**config.mk**
```make
export PLATFORM = sky130hd
export DESIGN_NAME = duc_skid_fifo
export DESIGN_NICKNAME = d
export VERILOG_FILES = /design/src/rtl/duc_skid_pkg.sv /design/src/rtl/duc_skid_ring.sv /design/src/rtl/duc_skid_fifo.sv
export SDC_FILE = /design/constraint.sdc
export NUM_CORES = 1
export LEC_CHECK = 0
export BUFFER_PORTS_ARGS = -buffer_cell sky130_fd_sc_hd__buf_2
export CORE_MARGIN = 3
export CORE_UTILIZATION = 48
export CTS_CLUSTER_SIZE = 30
export DETAILED_ROUTE_END_ITERATION = 6
export PLACE_DENSITY = 0.68
export SYNTH_ARGS = -nofsm -noshare
export SYNTH_HDL_FRONTEND = slang
export SYNTH_SLANG_ARGS = --single-unit
```
**constraint.sdc**
```tcl
create_clock -name i_clock -period 7.5 [get_ports i_clock]
set_input_delay 0.375 -clock i_clock [delete_from_list [all_inputs] [get_ports i_clock]]
set_output_delay 0.375 -clock i_clock [all_outputs]
set_load 0.005 [all_outputs]
```
**src/rtl/duc_skid_pkg.sv**
```systemverilog
// Shared types and helpers for the DUC skid FIFO and its ring storage.
package duc_skid_pkg;

    localparam int MAX_DEPTH = 64;

    typedef enum logic [1:0] {
        ST_START,
        ST_EMPTY,
        ST_PARTIAL,
        ST_FULL
    } state_t;

    // Bits needed to represent an occupancy of 0..depth.
    function automatic int fill_width(input int depth);
        return $clog2(depth + 1);
    endfunction

endpackage

```
**src/rtl/duc_skid_ring.sv**
```systemverilog
// Circular storage behind the output register: one write port, combinational
// read at the read pointer, pointers that wrap at ENTRIES-1 (any entry count).
module duc_skid_ring
    import duc_skid_pkg::*;
#(
    parameter int DW      = 32,
    parameter int ENTRIES = 3
) (
    input  logic          i_clock,
    input  logic          i_reset_n,
    input  logic          i_clear,
    input  logic          i_wr_en,
    input  logic [DW-1:0] i_wr_data,
    input  logic          i_rd_en,
    output logic [DW-1:0] o_rd_data
);

    localparam int PW = (ENTRIES > 1) ? $clog2(ENTRIES) : 1;

    logic [PW-1:0] wr_ptr;
    logic [PW-1:0] rd_ptr;
    logic [DW-1:0] mem [ENTRIES];

    // Explicit wrap so non-power-of-two entry counts never touch a hole.
    function automatic logic [PW-1:0] ptr_inc(input logic [PW-1:0] p);
        if (p == PW'(ENTRIES - 1)) begin
            return '0;
        end
        return p + PW'(1);
    endfunction

    // Pointer advance; clear and reset both return them to the first slot.
    always_ff @(posedge i_clock) begin
        if (!i_reset_n || i_clear) begin
            wr_ptr <= '0;
            rd_ptr <= '0;
        end else begin
            if (i_wr_en) begin
                wr_ptr <= ptr_inc(wr_ptr);
            end
            if (i_rd_en) begin
                rd_ptr <= ptr_inc(rd_ptr);
            end
        end
    end

    // Storage write; contents are never reset, occupancy is tracked upstream.
    always_ff @(posedge i_clock) begin
        if (i_wr_en) begin
            mem[wr_ptr] <= i_wr_data;
        end
    end

    assign o_rd_data = mem[rd_ptr];

endmodule

```
**src/rtl/duc_skid_fifo.sv**
```systemverilog
// Elastic buffer between DUC stages: registered output head entry plus a ring
// of DEPTH-1 entries, fully registered valid/ready on both sides.
module duc_skid_fifo
    import duc_skid_pkg::*;
#(
    parameter int WIDTH    = 16,
    parameter int CHANNELS = 2,
    parameter int DEPTH    = 4
) (
    input  logic                              i_clock,
    input  logic                              i_reset_n,
    input  logic                              i_flush,
    input  logic [WIDTH*CHANNELS-1:0]         i_in_data,
    input  logic                              i_in_valid,
    output logic                              o_in_ready,
    output logic [WIDTH*CHANNELS-1:0]         o_out_data,
    output logic                              o_out_valid,
    input  logic                              i_out_ready,
    output logic [fill_width(DEPTH)-1:0]      o_fill_level
);

    localparam int DW = WIDTH * CHANNELS;
    localparam int CW = fill_width(DEPTH);

    generate
        if (DEPTH < 2 || DEPTH > MAX_DEPTH) begin : g_depth_check
            $error("duc_skid_fifo: DEPTH out of range 2..MAX_DEPTH");
        end
    endgenerate

    state_t          state_r;
    state_t          state_nxt;
    logic [CW-1:0]   count_r;
    logic [CW-1:0]   next_count;
    logic [CW-1:0]   ring_cnt;
    logic            in_ready_r;
    logic            vld_p0;
    logic [DW-1:0]   out_data_p0;
    logic [DW-1:0]   ring_rd_data;
    logic            push;
    logic            pop;
    logic            ring_empty;
    logic            direct;
    logic            ring_wr;
    logic            ring_rd;

    // Handshake decode and routing of the incoming entry.
    always_comb begin
        push       = i_in_valid && in_ready_r;
        pop        = vld_p0 && i_out_ready;
        ring_cnt   = count_r - CW'(vld_p0);
        ring_empty = (ring_cnt == '0);
        direct     = push && ring_empty && (!vld_p0 || pop);
        ring_wr    = push && !direct && !i_flush;
        ring_rd    = pop && !ring_empty && !i_flush;
        if (i_flush) begin
            next_count = '0;
        end else begin
            next_count = count_r + CW'(push) - CW'(pop);
        end
    end

    // Next state follows the occupancy after this edge.
    always_comb begin
        state_nxt = state_r;
        case (state_r)
            ST_START: state_nxt = ST_EMPTY;
            default: begin
                if (next_count == '0) begin
                    state_nxt = ST_EMPTY;
                end else if (next_count == CW'(DEPTH)) begin
                    state_nxt = ST_FULL;
                end else begin
                    state_nxt = ST_PARTIAL;
                end
            end
        endcase
    end

    // Control registers: state, count and the registered upstream ready.
    always_ff @(posedge i_clock) begin
        if (!i_reset_n) begin
            state_r    <= ST_START;
            count_r    <= '0;
            in_ready_r <= 1'b0;
        end else begin
            state_r    <= state_nxt;
            count_r    <= next_count;
            in_ready_r <= (next_count < CW'(DEPTH));
        end
    end

    // Output register: refill from the ring first, else take the bypass entry.
    always_ff @(posedge i_clock) begin
        if (!i_reset_n) begin
            vld_p0      <= 1'b0;
            out_data_p0 <= '0;
        end else if (i_flush) begin
            vld_p0 <= 1'b0;
        end else if (pop && !ring_empty) begin
            vld_p0      <= 1'b1;
            out_data_p0 <= ring_rd_data;
        end else if (direct) begin
            vld_p0      <= 1'b1;
            out_data_p0 <= i_in_data;
        end else if (pop) begin
            vld_p0 <= 1'b0;
        end
    end

    duc_skid_ring #(
        .DW      (DW),
        .ENTRIES (DEPTH - 1)
    ) u_ring (
        .i_clock   (i_clock),
        .i_reset_n (i_reset_n),
        .i_clear   (i_flush),
        .i_wr_en   (ring_wr),
        .i_wr_data (i_in_data),
        .i_rd_en   (ring_rd),
        .o_rd_data (ring_rd_data)
    );

    assign o_in_ready   = in_ready_r;
    assign o_out_valid  = vld_p0;
    assign o_out_data   = out_data_p0;
    assign o_fill_level = count_r;

endmodule
```
[Word level (Yosys, flattened, before mapping)]
Memories as Yosys holds them, arrays and structs flattened. A register that Yosys moved wholly into a read port is not among the register bits.
Index checks and enable logic that the tools add are counted.
Operators by class
  reductions and logical operators: 20
  equal/unequal tests: 2
  magnitude comparators: 1
  bitwise operators: 2
  add/subtract/negate cells: 5
  muxes and demuxes: 20
Operator list (count)
  32-bit two-way mux: 2
  2-bit two-way mux: 6
  1-bit two-way mux: 11
  1-bit logical AND: 8
  3-bit by 1-bit subtractor with 3-bit output: 2
  1-bit zero test: 5
  2-bit by 1-bit adder with 2-bit output, second input constant: 2
  2-bit == test, second input constant: 2
  3-bit by 1-bit adder with 3-bit output: 1
  3-bit zero test: 1
  3-bit less-than comparator, second input constant: 1
  3-bit two-way mux: 1
  3-bit nonzero test: 1
  1-bit logical OR: 2
  1-bit inverter: 2
  2-bit AND reduction: 1
  2-bit nonzero test: 1
  2-bit OR reduction: 1
Storage, ports and cells
  flip-flop bits (word level): 41
  memories kept: 1
  input bits: 37
  bits in writable memories: 96
  logic and storage cells: 57
  output and inout port bits: 37
Memory list
  u_ring.mem: words 3, width 32, read ports 1, clocked after Yosys merged registers in 1, write ports 1, RTL line duc_skid_ring.sv:22  | logic [DW-1:0] mem [ENTRIES];

[Longest topological paths before layout]
  word-level depth: 10
  depth in mapped cells: 10
  depth with buffers taken out: 10

[Modules after synthesis]
A second synthesis with hierarchy kept.
Unflattened totals
  cell total of the unflattened synthesis: 408
  area total of the unflattened synthesis: 5595.4 um^2
By module, submodules not included
  duc_skid_ring: area an instance 3816.2 um^2, cells an instance 224, sequential area each 3002.9 um^2, instances 1
  duc_skid_fifo: area an instance 1779.2 um^2, cells an instance 184, sequential area each 740.7 um^2, instances 1

[Worst setup path before layout]
Ideal clock, no wire load.
  path kind: reg2reg
  start: register count_r[0] (netlist: o_fill_level[0])
  end: memory u_ring.mem[2][0], enable pin
  data required time: 7.032 ns
  setup slack: 3.344 ns
  clock period less this slack: 4.156 ns
  arrival: 3.689 ns
  cell stages (with the launch flop): 7
  setup time: 0.468 ns
  buffers on the path: 1
  cells stage by stage: dfxtp_1 > inv_1 > ha_1 > nor2b_1 > clkbuf_1 > a311o_1 > nor3b_1
Between the ends
  word-level cells in the longest chain between the ends: 9
RTL lines
  start: declaration: RTL line duc_skid_fifo.sv:33  | logic [CW-1:0] count_r;
  start signal: assignment: RTL line duc_skid_fifo.sv:88  | count_r <= next_count;
  3-bit by 1-bit subtractor with 3-bit output: RTL line duc_skid_fifo.sv:51  | ring_cnt = count_r - CW'(vld_p0);
  3-bit zero test: RTL line duc_skid_fifo.sv:52  | ring_empty = (ring_cnt == '0);
  1-bit logical AND (2 in a row): RTL line duc_skid_fifo.sv:53  | direct = push && ring_empty && (!vld_p0 || pop);
  1-bit zero test: RTL line duc_skid_fifo.sv:54  | ring_wr = push && !direct && !i_flush;
  1-bit logical AND (2 in a row): RTL line duc_skid_fifo.sv:54
  1-bit two-way mux: RTL line duc_skid_ring.sv:49  | if (i_wr_en) begin
  1-bit two-way mux (implied by the code): RTL line duc_skid_ring.sv:50  | mem[wr_ptr] <= i_wr_data;
  end: declaration: RTL line duc_skid_ring.sv:22
Every way passes these cells.

[Worst setup path in the final report]
  start: register count_r[0] (netlist: o_fill_level[0])
  end: register out_data_p0[5] (netlist: o_out_data[5])
Between the ends
  word-level cells in the longest chain between the ends: 6
  elaborated cells between the ends (all ways): 9
  those cells by class: add/sub (1); mux (1); reduce/logical (7)
RTL lines
  3-bit by 1-bit subtractor with 3-bit output *: RTL line duc_skid_fifo.sv:51
  3-bit zero test *: RTL line duc_skid_fifo.sv:52
  1-bit logical AND or 1-bit zero test (tied branches): RTL line duc_skid_fifo.sv:53, duc_skid_fifo.sv:100
  1-bit logical AND (on tied branches): RTL line duc_skid_fifo.sv:53, duc_skid_fifo.sv:100
  2-bit nonzero test (no line)
  2-bit AND reduction (no line)
  end signal: assignment: RTL line duc_skid_fifo.sv:102  | out_data_p0 <= ring_rd_data;
  end signal: assignment: RTL line duc_skid_fifo.sv:105  | out_data_p0 <= i_in_data;
  end: declaration: RTL line duc_skid_fifo.sv:38  | logic [DW-1:0] out_data_p0;
Every way passes the cells marked *; elsewhere a longest branch is shown, timed or not.
A chain may end at the register's enable or synchronous reset.

==> out/metrics.csv <==
stage,metric,value,unit
outcome,status,"finished, final reports clean",
setup_path,crit_family,simple AND/OR/NAND/NOR gates,
timing,worstMarginPinSlew,1140,ps
synth,synth-async-reset-ratio,0,%
timing,hold_viol_final,0,
timing,setup_viol,0,
synth,synth_top_cell_area_share,50.0,%
cts,cts-resized-gates,0,
grt,grt_use_total,19.0,%
timing,slew_violations,0,
setup_path,reg2reg_depth,6,
grt,grt_max_degree,65,
routing,wl_met3,711,um
routing,wl_met2,5950,um
setup_path,r2r-start,o_fill_level[0]$_SDFF_PP0_,
synth,synth_cell_types,31,
placed_design,gp_congestion,0.776,
cts,insertion_delay,410,ps
setup_path,critPathMaxStageDelay,790,ps
cts,cts_max_path_buffers,2,
routing,highest_layer,met4,
run,drv_cap,0,
grt,grt_antenna_before_repair,0,
grt,grt_remaining_overflow,0,
routing,vias,3710,
synth,synthAdderAreaFrac,0.998,%
floorplan,coreArea,0.0116,mm2
timing,tns,0,ps
timing,finalCritPeriodShare,41.0,%
grt,grt_pass1_wl,19200,um
synth,synth_nets,492,
setup_path,crit_cells,6,
worst_hold_path,hold_depth,1,
setup_path,startpoint_type,flip-flop,
setup_path,required,7800,ps
synth,yosys_warnings,0,
routing,post_drt_wl_per_cell,18.1,um
cells_and_area,final_cell_mix,"nand2_1, edfxtp_1, buf_2",
cells_and_area,fin_cells,667,
synth,seq_area_frac_synth,64.9,%
synth,yosys_register_bits,139,
placed_design,dp_hpwl,6900,um
setup_path,critPathSlowestCell,nand3_2,
setup_path,path_buf_inv,1,
synth,synth_simple_gate_area_share,8.68,%
routing,drt-initial-drc-count,234,
timing,slew-limit-headroom,24.3,%
synth,synth_top_family_by_area,compound AO/OA/AOI/OAI gates,
synth,synthMuxAreaShare,5.73,%
cts,htree_levels,4,
timing,fmax,325,MHz
synth,synth-compound-area-share,15.4,%
cells_and_area,design_area,0.00683,mm2
floorplan,die_w,116,um
synth,synth_ff_type,edfxtp_1,
routing,first_pass_iters,5,
synth,synth_xor_area_share,0.586,%
routing,drtAntennaViolNets,0,
routing,drcViolationCount,0,
cts,cts_hold_buffers,0,
cells_and_area,final_layout_size_suffix_gt1_share,28.4,%
floorplan,row_count,39,
placed_design,placedCellCount,635,
setup_path,cp-startpoint,o_fill_level[0]$_SDFF_PP0_,
timing,rsz0062_at_grt,no,
placed_design,dp_slack,4520,ps
synth,synthCells,451,
cts,post_cts_buffers,0,
floorplan,io_pins,74,
power,p_per_area,277,mW/mm2
floorplan,dieHeight,116,um
synth,syn_area_per_cell,12.8,um2
timing,fin_skew,19.7,ps
worst_hold_path,min-delay-start,i_in_data[15],
routing,routed_wl,12100,um
placed_design,post_dp_cell_area,0.00619,mm2
cells_and_area,diodes,0,
cells_and_area,nNetsFinal,552,
synth,ys_top_cells_by_area,"edfxtp_1, dfxtp_1, a311oi_2",
cts,clock_sinks,139,
grt,grt_pass1_vias,3815,
cts,cts_buffers,17,
timing,worst_slack,4420,ps
power,power_leakage,2.36,nW
floorplan,initial_core_util,49.9,%
routing,viasPerCell,5.56,
cells_and_area,area_growth_syn_to_layout,18.5,%
power,vdd_drop_max,0.169,mV
cells_and_area,post-route-util,59.1,%
synth,synth_top_area_cell,edfxtp_1,
setup_path,critical_path_class,reg2reg,
setup_path,crit_chain,inv_1 -> ha_1 -> nor2b_1 -> nand3_2 -> and3_4 -> a311oi_1,
worst_hold_path,holdCritPathClass,in2reg,
cts,clk_pin_slew,60,ps
timing,period_needed,3080,ps
synth,synth-edff-count,96,
routing,met1_length,5360,um
setup_path,worstPathMaxFanout,33,
cts,root_buffer,clkbuf_16,
cells_and_area,final_common_cell,nand2_1,
cts,cts_tree,done,
setup_path,worstSetupEndpointType,flip-flop,
synth,synth.cell_area,0.00577,mm2
floorplan,dieArea,0.0134,mm2
setup_path,arrival,3380,ps
placed_design,io_buffers,73,
==> path summary, 6_finish.rpt <==
path                                       to  slack, ps
setup reg to reg   o_out_data[5]$_SDFFE_PN0P_       4420
setup / recovery   o_out_data[5]$_SDFFE_PN0P_       4420
hold / removal    u_ring.mem[0][15]$_DFFE_PP_        190
hold reg to reg                     flip-flop        480
==> metrics by stage <==
stage,total power [mW],hold slack (ps)
6_report,1.89,188
5_1_grt,1.96,168
4_1_cts,1.91,165
3_5_place_dp,1.01,469
3_3_place_gp,1.01,453
2_1_floorplan,0.960,454
==> synthesized netlist by cell type, types with 3 or more instances <==
master,n
a21oi_1,3
nor2b_1,4
edfxtp_1,96
dfxtp_1,43
o21ai_0,32
buf_2,11
buf_6,4
ha_1,3
a311oi_2,30
nor2_1,7
a31oi_1,32
inv_1,9
clkbuf_1,21
mux2i_1,33
nand2_1,102
==> layer usage <==
| metal | vias up | GRT usage, % |
|---|---|---|
| met1 | 1819 | 24.0 |
| met5 | - | 0 |
| met2 | 92 | 31.9 |
| li1 | 1793 | - |
| met3 | 6 | 4.80 |
| met4 | 0 | 6.57 |
==> logic make-up after synthesis <==
kind of cell / count (synthesis)
buf+inv: 46
xor+xnor: 3
mux: 33
flops: 139
fa+ha+maj: 4
simple gates: 122
compound gates: 104
==> cell type report <==
cell class                 instances  area, um2
multi-input combinational        266       1830
fill                             930       4730
sequential                       139       3750
tap                              143        179
clock buffer                      19        443
timing repair buffer              78        403
inverter                           9       33.8
clock inverter                    13        198
==> sequential cells by signal (all words and copies together) (netlist names), named ones only <==
register       count
o_fill_level       3
o_out_data        32
u_ring.mem        96
u_ring.rd_ptr      2
u_ring.wr_ptr      2
o_in_ready         1
o_out_valid        1
==> power by group <==
| group | switching (mW) | leakage [nW] | internal [mW] |
|---|---|---|---|
| Clock | 0.302 | 0.309 | 0.595 |
| Combinational | 0.0861 | 0.835 | 0.0563 |
| Sequential | 0.0127 | 1.22 | 0.842 |
| Total | 0.401 | 2.36 | 1.49 |
Power figures use the tool's default switching activity.
